==> config.mk <==
export PLATFORM = sky130hd
export DESIGN_NAME = regfile_write_arbiter_flat
export DESIGN_NICKNAME = d
export VERILOG_FILES = /design/src/rtl/regfile_write_arbiter_pkg.sv /design/src/rtl/regfile_write_arbiter_if.sv /design/src/rtl/regfile_write_arbiter_wb_fifo.sv /design/src/rtl/regfile_write_arbiter.sv /design/src/flat_wrapper.sv
export SDC_FILE = /design/constraint.sdc
export NUM_CORES = 1
export LEC_CHECK = 0
export ABC_AREA = 0
export CAP_MARGIN = 20
export CORE_MARGIN = 2
export CORE_UTILIZATION = 55
export DETAILED_ROUTE_END_ITERATION = 8
export PLACE_DENSITY = 0.92
export SLEW_MARGIN = 40
export SYNTH_ARGS = -nofsm -noshare
export SYNTH_HDL_FRONTEND = slang
export SYNTH_SLANG_ARGS = --single-unit
==> constraint.sdc <==
create_clock -name clock -period 3.7 [get_ports clock]
set_clock_uncertainty 0.1 [all_clocks]
set_input_delay 0.37 -clock clock [delete_from_list [all_inputs] [get_ports clock]]
set_output_delay 0.37 -clock clock [all_outputs]
set_load 0.1 [all_outputs]
==> src/rtl/regfile_write_arbiter_pkg.sv <==
// Shared writeback types: register/data widths, the queued entry format
// and a one-hot register decode used to build the pending scoreboard.
package regfile_wb_pkg;

    localparam int REG_ADDR_W = 5;
    localparam int DATA_W     = 32;
    localparam int NUM_REGS   = 32;

    typedef struct packed {
        logic [REG_ADDR_W-1:0] addr;
        logic [DATA_W-1:0]     data;
    } wb_entry_t;

    function automatic logic [NUM_REGS-1:0] reg_onehot(input logic [REG_ADDR_W-1:0] addr);
        logic [NUM_REGS-1:0] v;
        v       = '0;
        v[addr] = 1'b1;
        return v;
    endfunction

endpackage

==> src/rtl/regfile_write_arbiter_if.sv <==
// Writeback bus between the two producers, the hold input and the register
// file write port.
//
// Handshake: a producer request is taken on a rising edge exactly when its
// valid and ready are both high at that edge. Ready never depends on the
// producer's own valid (md_ready) or only on md_valid (alu_ready), so there
// is no combinational loop. A request that is not taken must be held by the
// producer until it is.
interface regfile_write_arbiter_if
    import regfile_wb_pkg::*;
#(
    parameter int DEPTH = 4
);
    logic                    alu_valid;
    logic [REG_ADDR_W-1:0]   alu_reg;
    logic [DATA_W-1:0]       alu_data;
    logic                    alu_ready;

    logic                    md_valid;
    logic [REG_ADDR_W-1:0]   md_reg;
    logic [DATA_W-1:0]       md_data;
    logic                    md_ready;

    logic                    wr_hold;

    logic                    ctrl_writeEnable;
    logic [REG_ADDR_W-1:0]   ctrl_writeReg;
    logic [DATA_W-1:0]       data_writeReg;
    logic [NUM_REGS-1:0]     pending;
    logic [$clog2(DEPTH):0]  fifo_count;

    modport master (
        output alu_valid, alu_reg, alu_data,
        input  alu_ready,
        output md_valid, md_reg, md_data,
        input  md_ready,
        output wr_hold,
        input  ctrl_writeEnable, ctrl_writeReg, data_writeReg, pending, fifo_count
    );

    modport slave (
        input  alu_valid, alu_reg, alu_data,
        output alu_ready,
        input  md_valid, md_reg, md_data,
        output md_ready,
        input  wr_hold,
        output ctrl_writeEnable, ctrl_writeReg, data_writeReg, pending, fifo_count
    );

endinterface

==> src/rtl/regfile_write_arbiter_wb_fifo.sv <==
// Synchronous writeback FIFO. Pointers wrap modulo DEPTH (power of two).
// Per-slot valid bits and destination addresses are exported so the
// arbiter can compute which registers still have writes in flight.
module wb_fifo
    import regfile_wb_pkg::*;
#(
    parameter int DEPTH = 4,
    localparam int PTR_W = $clog2(DEPTH),
    localparam int CNT_W = PTR_W + 1
) (
    input  logic                   clk,
    input  logic                   rst,
    input  logic                   push,
    input  wb_entry_t              push_entry,
    input  logic                   pop,
    output wb_entry_t              head,
    output logic [CNT_W-1:0]       count,
    output logic                   full,
    output logic                   empty,
    output logic [DEPTH-1:0]       entry_valid,
    output logic [REG_ADDR_W-1:0]  entry_addr [DEPTH]
);

    localparam logic [CNT_W-1:0] DEPTH_C = CNT_W'(DEPTH);

    wb_entry_t          mem_q [DEPTH];
    wb_entry_t          mem_d [DEPTH];
    logic [PTR_W-1:0]   wptr_q, wptr_d;
    logic [PTR_W-1:0]   rptr_q, rptr_d;
    logic [CNT_W-1:0]   count_q, count_d;
    logic [DEPTH-1:0]   valid_q, valid_d;
    logic               do_push;
    logic               do_pop;

    assign full    = (count_q == DEPTH_C);
    assign empty   = (count_q == '0);
    assign do_push = push && !full;
    assign do_pop  = pop && !empty;

    // Next-state: write at wptr, retire at rptr, occupancy tracks both.
    always_comb begin
        mem_d   = mem_q;
        wptr_d  = wptr_q;
        rptr_d  = rptr_q;
        valid_d = valid_q;
        if (do_push) begin
            mem_d[wptr_q]   = push_entry;
            valid_d[wptr_q] = 1'b1;
            wptr_d          = wptr_q + 1'b1;
        end
        if (do_pop) begin
            valid_d[rptr_q] = 1'b0;
            rptr_d          = rptr_q + 1'b1;
        end
        count_d = count_q + CNT_W'(do_push) - CNT_W'(do_pop);
    end

    // State register; reset clears storage as well so nothing relies on power-up values.
    always_ff @(posedge clk) begin
        if (rst) begin
            for (int i = 0; i < DEPTH; i++) begin
                mem_q[i] <= '0;
            end
            wptr_q  <= '0;
            rptr_q  <= '0;
            count_q <= '0;
            valid_q <= '0;
        end else begin
            mem_q   <= mem_d;
            wptr_q  <= wptr_d;
            rptr_q  <= rptr_d;
            count_q <= count_d;
            valid_q <= valid_d;
        end
    end

    // Export head entry and per-slot destination addresses.
    always_comb begin
        head        = mem_q[rptr_q];
        count       = count_q;
        entry_valid = valid_q;
        for (int i = 0; i < DEPTH; i++) begin
            entry_addr[i] = mem_q[i].addr;
        end
    end

endmodule

==> src/rtl/regfile_write_arbiter.sv <==
// Register-file writeback arbiter: mult/div has fixed priority over the ALU,
// writes to r0 are swallowed, accepted writes are buffered in a FIFO and
// drained one per cycle into a registered write port unless wr_hold is set.
// pending[] marks every register with a write still queued or on the port.
module regfile_write_arbiter
    import regfile_wb_pkg::*;
#(
    parameter int DEPTH = 4
) (
    input  logic                     clock,
    input  logic                     ctrl_reset,
    regfile_write_arbiter_if.slave   bus
);

    localparam int CNT_W = $clog2(DEPTH) + 1;

    logic [CNT_W-1:0]       fifo_count;
    logic                   fifo_full;
    logic                   fifo_empty;
    wb_entry_t              fifo_head;
    logic [DEPTH-1:0]       fifo_valid;
    logic [REG_ADDR_W-1:0]  fifo_addr [DEPTH];

    logic                   can_accept;
    logic                   md_ready;
    logic                   alu_ready;
    logic                   md_take;
    logic                   alu_take;
    wb_entry_t              sel_entry;
    logic                   push;
    logic                   pop;

    logic                   we_q, we_d;
    logic [REG_ADDR_W-1:0]  wreg_q, wreg_d;
    logic [DATA_W-1:0]      wdata_q, wdata_d;
    logic [NUM_REGS-1:0]    pending;

    wb_fifo #(
        .DEPTH (DEPTH)
    ) u_fifo (
        .clk         (clock),
        .rst         (ctrl_reset),
        .push        (push),
        .push_entry  (sel_entry),
        .pop         (pop),
        .head        (fifo_head),
        .count       (fifo_count),
        .full        (fifo_full),
        .empty       (fifo_empty),
        .entry_valid (fifo_valid),
        .entry_addr  (fifo_addr)
    );

    // Arbitration: ready comes from registered occupancy only (no push-through-pop),
    // md wins; r0 requests complete the handshake but are not stored.
    always_comb begin
        can_accept = !fifo_full && !ctrl_reset;
        md_ready   = can_accept;
        alu_ready  = can_accept && !bus.md_valid;
        md_take    = bus.md_valid && md_ready;
        alu_take   = bus.alu_valid && alu_ready;
        if (md_take) begin
            sel_entry = '{addr: bus.md_reg, data: bus.md_data};
        end else begin
            sel_entry = '{addr: bus.alu_reg, data: bus.alu_data};
        end
        push = (md_take || alu_take) && (sel_entry.addr != '0);
        pop  = !fifo_empty && !bus.wr_hold && !ctrl_reset;
    end

    // Output register next-state: load the FIFO head on a pop, otherwise hold address/data.
    always_comb begin
        we_d    = pop;
        wreg_d  = wreg_q;
        wdata_d = wdata_q;
        if (pop) begin
            wreg_d  = fifo_head.addr;
            wdata_d = fifo_head.data;
        end
    end

    // Output register state.
    always_ff @(posedge clock) begin
        if (ctrl_reset) begin
            we_q    <= 1'b0;
            wreg_q  <= '0;
            wdata_q <= '0;
        end else begin
            we_q    <= we_d;
            wreg_q  <= wreg_d;
            wdata_q <= wdata_d;
        end
    end

    // Pending scoreboard: every live FIFO slot plus the write port when active; r0 never pending.
    always_comb begin
        pending = '0;
        for (int i = 0; i < DEPTH; i++) begin
            if (fifo_valid[i]) begin
                pending = pending | reg_onehot(fifo_addr[i]);
            end
        end
        if (we_q) begin
            pending = pending | reg_onehot(wreg_q);
        end
        pending[0] = 1'b0;
    end

    assign bus.md_ready         = md_ready;
    assign bus.alu_ready        = alu_ready;
    assign bus.ctrl_writeEnable = we_q;
    assign bus.ctrl_writeReg    = wreg_q;
    assign bus.data_writeReg    = wdata_q;
    assign bus.pending          = pending;
    assign bus.fifo_count       = fifo_count;

endmodule
==> src/flat_wrapper.sv <==
// flat-port wrapper written by rule: the top's interface ports become plain ports
module regfile_write_arbiter_flat import regfile_wb_pkg::*;
#(
    parameter int DEPTH = 4
)
  (clock, ctrl_reset, bus_alu_valid, bus_alu_reg, bus_alu_data, bus_alu_ready, bus_md_valid, bus_md_reg, bus_md_data, bus_md_ready, bus_wr_hold, bus_ctrl_writeEnable, bus_ctrl_writeReg, bus_data_writeReg, bus_pending, bus_fifo_count);
  regfile_write_arbiter_if #(.DEPTH(DEPTH)) bus_i ();
  input  logic clock;
  input  logic ctrl_reset;
  input wire logic [$bits(bus_i.alu_valid)-1:0] bus_alu_valid;
  input wire logic [$bits(bus_i.alu_reg)-1:0] bus_alu_reg;
  input wire logic [$bits(bus_i.alu_data)-1:0] bus_alu_data;
  output wire logic [$bits(bus_i.alu_ready)-1:0] bus_alu_ready;
  input wire logic [$bits(bus_i.md_valid)-1:0] bus_md_valid;
  input wire logic [$bits(bus_i.md_reg)-1:0] bus_md_reg;
  input wire logic [$bits(bus_i.md_data)-1:0] bus_md_data;
  output wire logic [$bits(bus_i.md_ready)-1:0] bus_md_ready;
  input wire logic [$bits(bus_i.wr_hold)-1:0] bus_wr_hold;
  output wire logic [$bits(bus_i.ctrl_writeEnable)-1:0] bus_ctrl_writeEnable;
  output wire logic [$bits(bus_i.ctrl_writeReg)-1:0] bus_ctrl_writeReg;
  output wire logic [$bits(bus_i.data_writeReg)-1:0] bus_data_writeReg;
  output wire logic [$bits(bus_i.pending)-1:0] bus_pending;
  output wire logic [$bits(bus_i.fifo_count)-1:0] bus_fifo_count;
  assign bus_i.alu_valid = bus_alu_valid;
  assign bus_i.alu_reg = bus_alu_reg;
  assign bus_i.alu_data = bus_alu_data;
  assign bus_alu_ready = bus_i.alu_ready;
  assign bus_i.md_valid = bus_md_valid;
  assign bus_i.md_reg = bus_md_reg;
  assign bus_i.md_data = bus_md_data;
  assign bus_md_ready = bus_i.md_ready;
  assign bus_i.wr_hold = bus_wr_hold;
  assign bus_ctrl_writeEnable = bus_i.ctrl_writeEnable;
  assign bus_ctrl_writeReg = bus_i.ctrl_writeReg;
  assign bus_data_writeReg = bus_i.data_writeReg;
  assign bus_pending = bus_i.pending;
  assign bus_fifo_count = bus_i.fifo_count;
  regfile_write_arbiter #(.DEPTH(DEPTH)) u_core (.clock(clock), .ctrl_reset(ctrl_reset), .bus(bus_i));
endmodule
==> run metrics <==
setup violators final=0; detailed-route DRC error count=0; final period utilization=77.4%; initial DRC count=between 600 and 700; WP data required=just under 4 ns; Routed wire per std cell=approximately 19 um; hold wc startpoint=ctrl_reset; Synth area leader=dfxtp_1; I/O pin cnt=154; Syn Std Cell Area=0.0103 mm2; Worst Setup Path Type=input port to flop; setup TNS=0 ns; most frequent cells in the layout=dfxtp_1, mux2i_1, nand2b_1, nand2_1, clkdlybuf4s50_1; RSZ-0062 raised after global routing=no; crit-path cells=clkdlybuf4s50_1 > or4_4 > o21a_4 > o21ai_0 > ha_1 > inv_1 > ha_1 > inv_1 > fa_1 > xor2_1 > xnor2_1 > nor2_1; Slowest-stage cell, CP=or4_4; antenna violations before repair=0; diode count=0; Max-slew headroom=a little under half; Post-synth EDFFs=0; Via density=6.02; Die Area=0.0198 mm2; class of the worst hold path=input port to flop; max incr delay on CP=0.54 ns; commonest non-fill, non-tap cell in the layout=dfxtp_1; worst skew pair latency=0.43 ns; Final GP Congestion=0.969; root buffer cell=clkbuf_16; std cell rows=50; final wirelength=26.9 mm; Worst Hold Slack=0.315 ns; final hold vios=0; CP arrival=3.06 ns; Max H-tree Level=4; post-DP HPWL=around 18 mm; Num CTS Buffers=17; Initial Util=55.6%; Register Area=0.00395 mm2; Worst-path clk slew=0.07 ns; Max Slew Vio Count=0; worst-margin pin slew=0.796 ns; post-synthesis area per instance=a little under 10 um2; min Tclk post-route=2.86 ns; top post-synthesis cells by area=dfxtp_1, mux2i_1, nand2b_1; warning count from the yosys run=0; fmax=0.349 GHz; run status=completed; Post-synth ARST share=0%; Synth Flop Type=dfxtp_1; Layout fillers=1,433; Post-CTS Resized=0; Crit Reg-Reg Startpoint=u_core.u_fifo.count[2]; Yosys cell types=43; drt first pass iters=6; vias in the first global route=8,433; pwr/cell area=roughly 520 mW/mm2; Vias=8,351; multi-input logic area=0.00586 mm2; first-pass GRT wire length=approximately 43 mm; P_leak=about 5.4 nW; VDD IR max=around 360 uV; CP endpoint kind=flop; Syn Nets=approximately 1,100; Die Y=141 um; Mapped Cells=1,041; GR Overflow Total=0; TritonCTS clock tree=yes; CP Launch Type=input port; Max-Cap Viols=0; CP Launch Point=bus_md_reg[1]; largest net degree at the start of global routing=around 140; top-area cell type share of the netlist area=approximately two fifths; post-synthesis sequential area ratio=between 30% and 40%; clock sinks=197; die width=141 um; area grow syn2layout=17.7%; layout net count=approximately 1,200; layout cell share with drive strength beyond 1=14.9%; CORE AREA=0.0185 mm2; worst-path fanout max=7; Post-DRT Antenna Nets=0; Clock Path Buffers=2; Post-CTS Setup Inserts=0; hold buffer count at CTS=0; Port Buffers=between 150 and 200; Synth Register Bits=197; GRT Overall Usage=around 27%
## where the power goes
| part | leakage [nW] | internal (W) | switching, W |
|---|---|---|---|
| logic | 3.51 | 0.000632 | 0.00119 |
| registers | 1.60 | 0.00232 | 0.000231 |
| clock network | 0.298 | 0.00113 | 0.000803 |
| total | 5.41 | 0.00409 | 0.00222 |
## cells in the mapped netlist, types with 10 or more instances
cell type	number
o221ai_1	15
nor3b_1	21
ha_1	10
nand3_1	25
nor3_1	11
o22ai_1	17
inv_1	11
nand3b_1	25
clkbuf_1	55
a22oi_1	30
nor2_1	45
mux2i_1	184
dfxtp_1	197
nand2b_1	149
mux4_2	37
a21oi_1	43
nand2_1	97
## kinds of logic (layout without fill, tap and decap cells)
| logic type | Yosys count | after routing | synth area share (%) |
|---|---|---|---|
| AND/OR/NAND/NOR | 393 | 393 | 20.7 |
| adder cells (fa/ha/maj) | 11 | 11 | 1.41 |
| flip-flops | 197 | 197 | 38.3 |
| XOR/XNOR | 3 | 3 | 0.255 |
| buffers and inverters | 95 | 207 | 5.33 |
| multiplexers | 221 | 221 | 26.0 |
| other | 1 | 1 | 0.0364 |
| AO/OA/AOI/OAI | 120 | 120 | 7.98 |
## path summary, 6_finish.rpt
kind                                 end  slack [ns]  cells after the start
max reg2reg       u_core.u_fifo.count[2]        0.90                     11
min          u_core.bus.ctrl_writeEnable        0.32                      2
max               u_core.u_fifo.count[2]        0.84                     12
min reg2reg  u_core.bus.data_writeReg[1]        0.35                      2
## metrics by stage
stage / instance area [um2] / total power, W / utilization (%) / cells / setup WS [ns]
2_1_floorplan: 10300 / 0.00395 / - / 1041 / 0.0613
3_3_place_gp: 11700 / 0.00441 / 63.3 / 1356 / 0.441
3_5_place_dp: 11500 / 0.00439 / 62.2 / 1356 / 0.410
4_1_cts: 12100 / 0.00631 / 65.5 / 1387 / 0.863
5_1_grt: 12100 / 0.00652 / 65.5 / 1387 / 0.701
6_report: 12100 / 0.00631 / 65.5 / 1387 / 0.836
## final cells by class
class                   instances  area share, %
clock inverters                12           1.47
multi-input cells             749           48.3
flip-flops and latches        197           32.6
repair buffers                165           11.3
inverters                      11          0.340
clock buffers                  19           3.57
well taps                     234           2.41
## critical path: cells and delay by family
| family | cells | cell delay (ns) |
|---|---|---|
| AND/OR/NAND/NOR | 2 | 0.59 |
| buffers and inverters | 3 | 0.54 |
| adder cells (fa/ha/maj) | 3 | 0.76 |
| XOR/XNOR | 2 | 0.31 |
| AO/OA/AOI/OAI | 2 | 0.48 |
## layer usage
layer  GRT usage [%]  up-vias  wire length, um
li1                -     3890                -
met1            33.7     4083            10900
met2            48.1      322            13800
met3            4.72       56             1610
met4            9.79        0              594
met5               0        -                0
## sequential cells by signal, indices dropped and copies added, names as in the netlist
register,flops
u_core.u_fifo.entry_valid,4
u_core.u_fifo.rptr_q,2
u_core.bus.data_writeReg,32
u_core.bus.ctrl_writeReg,5
u_core.u_fifo.wptr_q,2
u_core.u_fifo.entry_addr,20
u_core.u_fifo.count,3
u_core.u_fifo.mem_q,128
u_core.bus.ctrl_writeEnable,1
No activity file was read; power rests on OpenSTA's default activity.
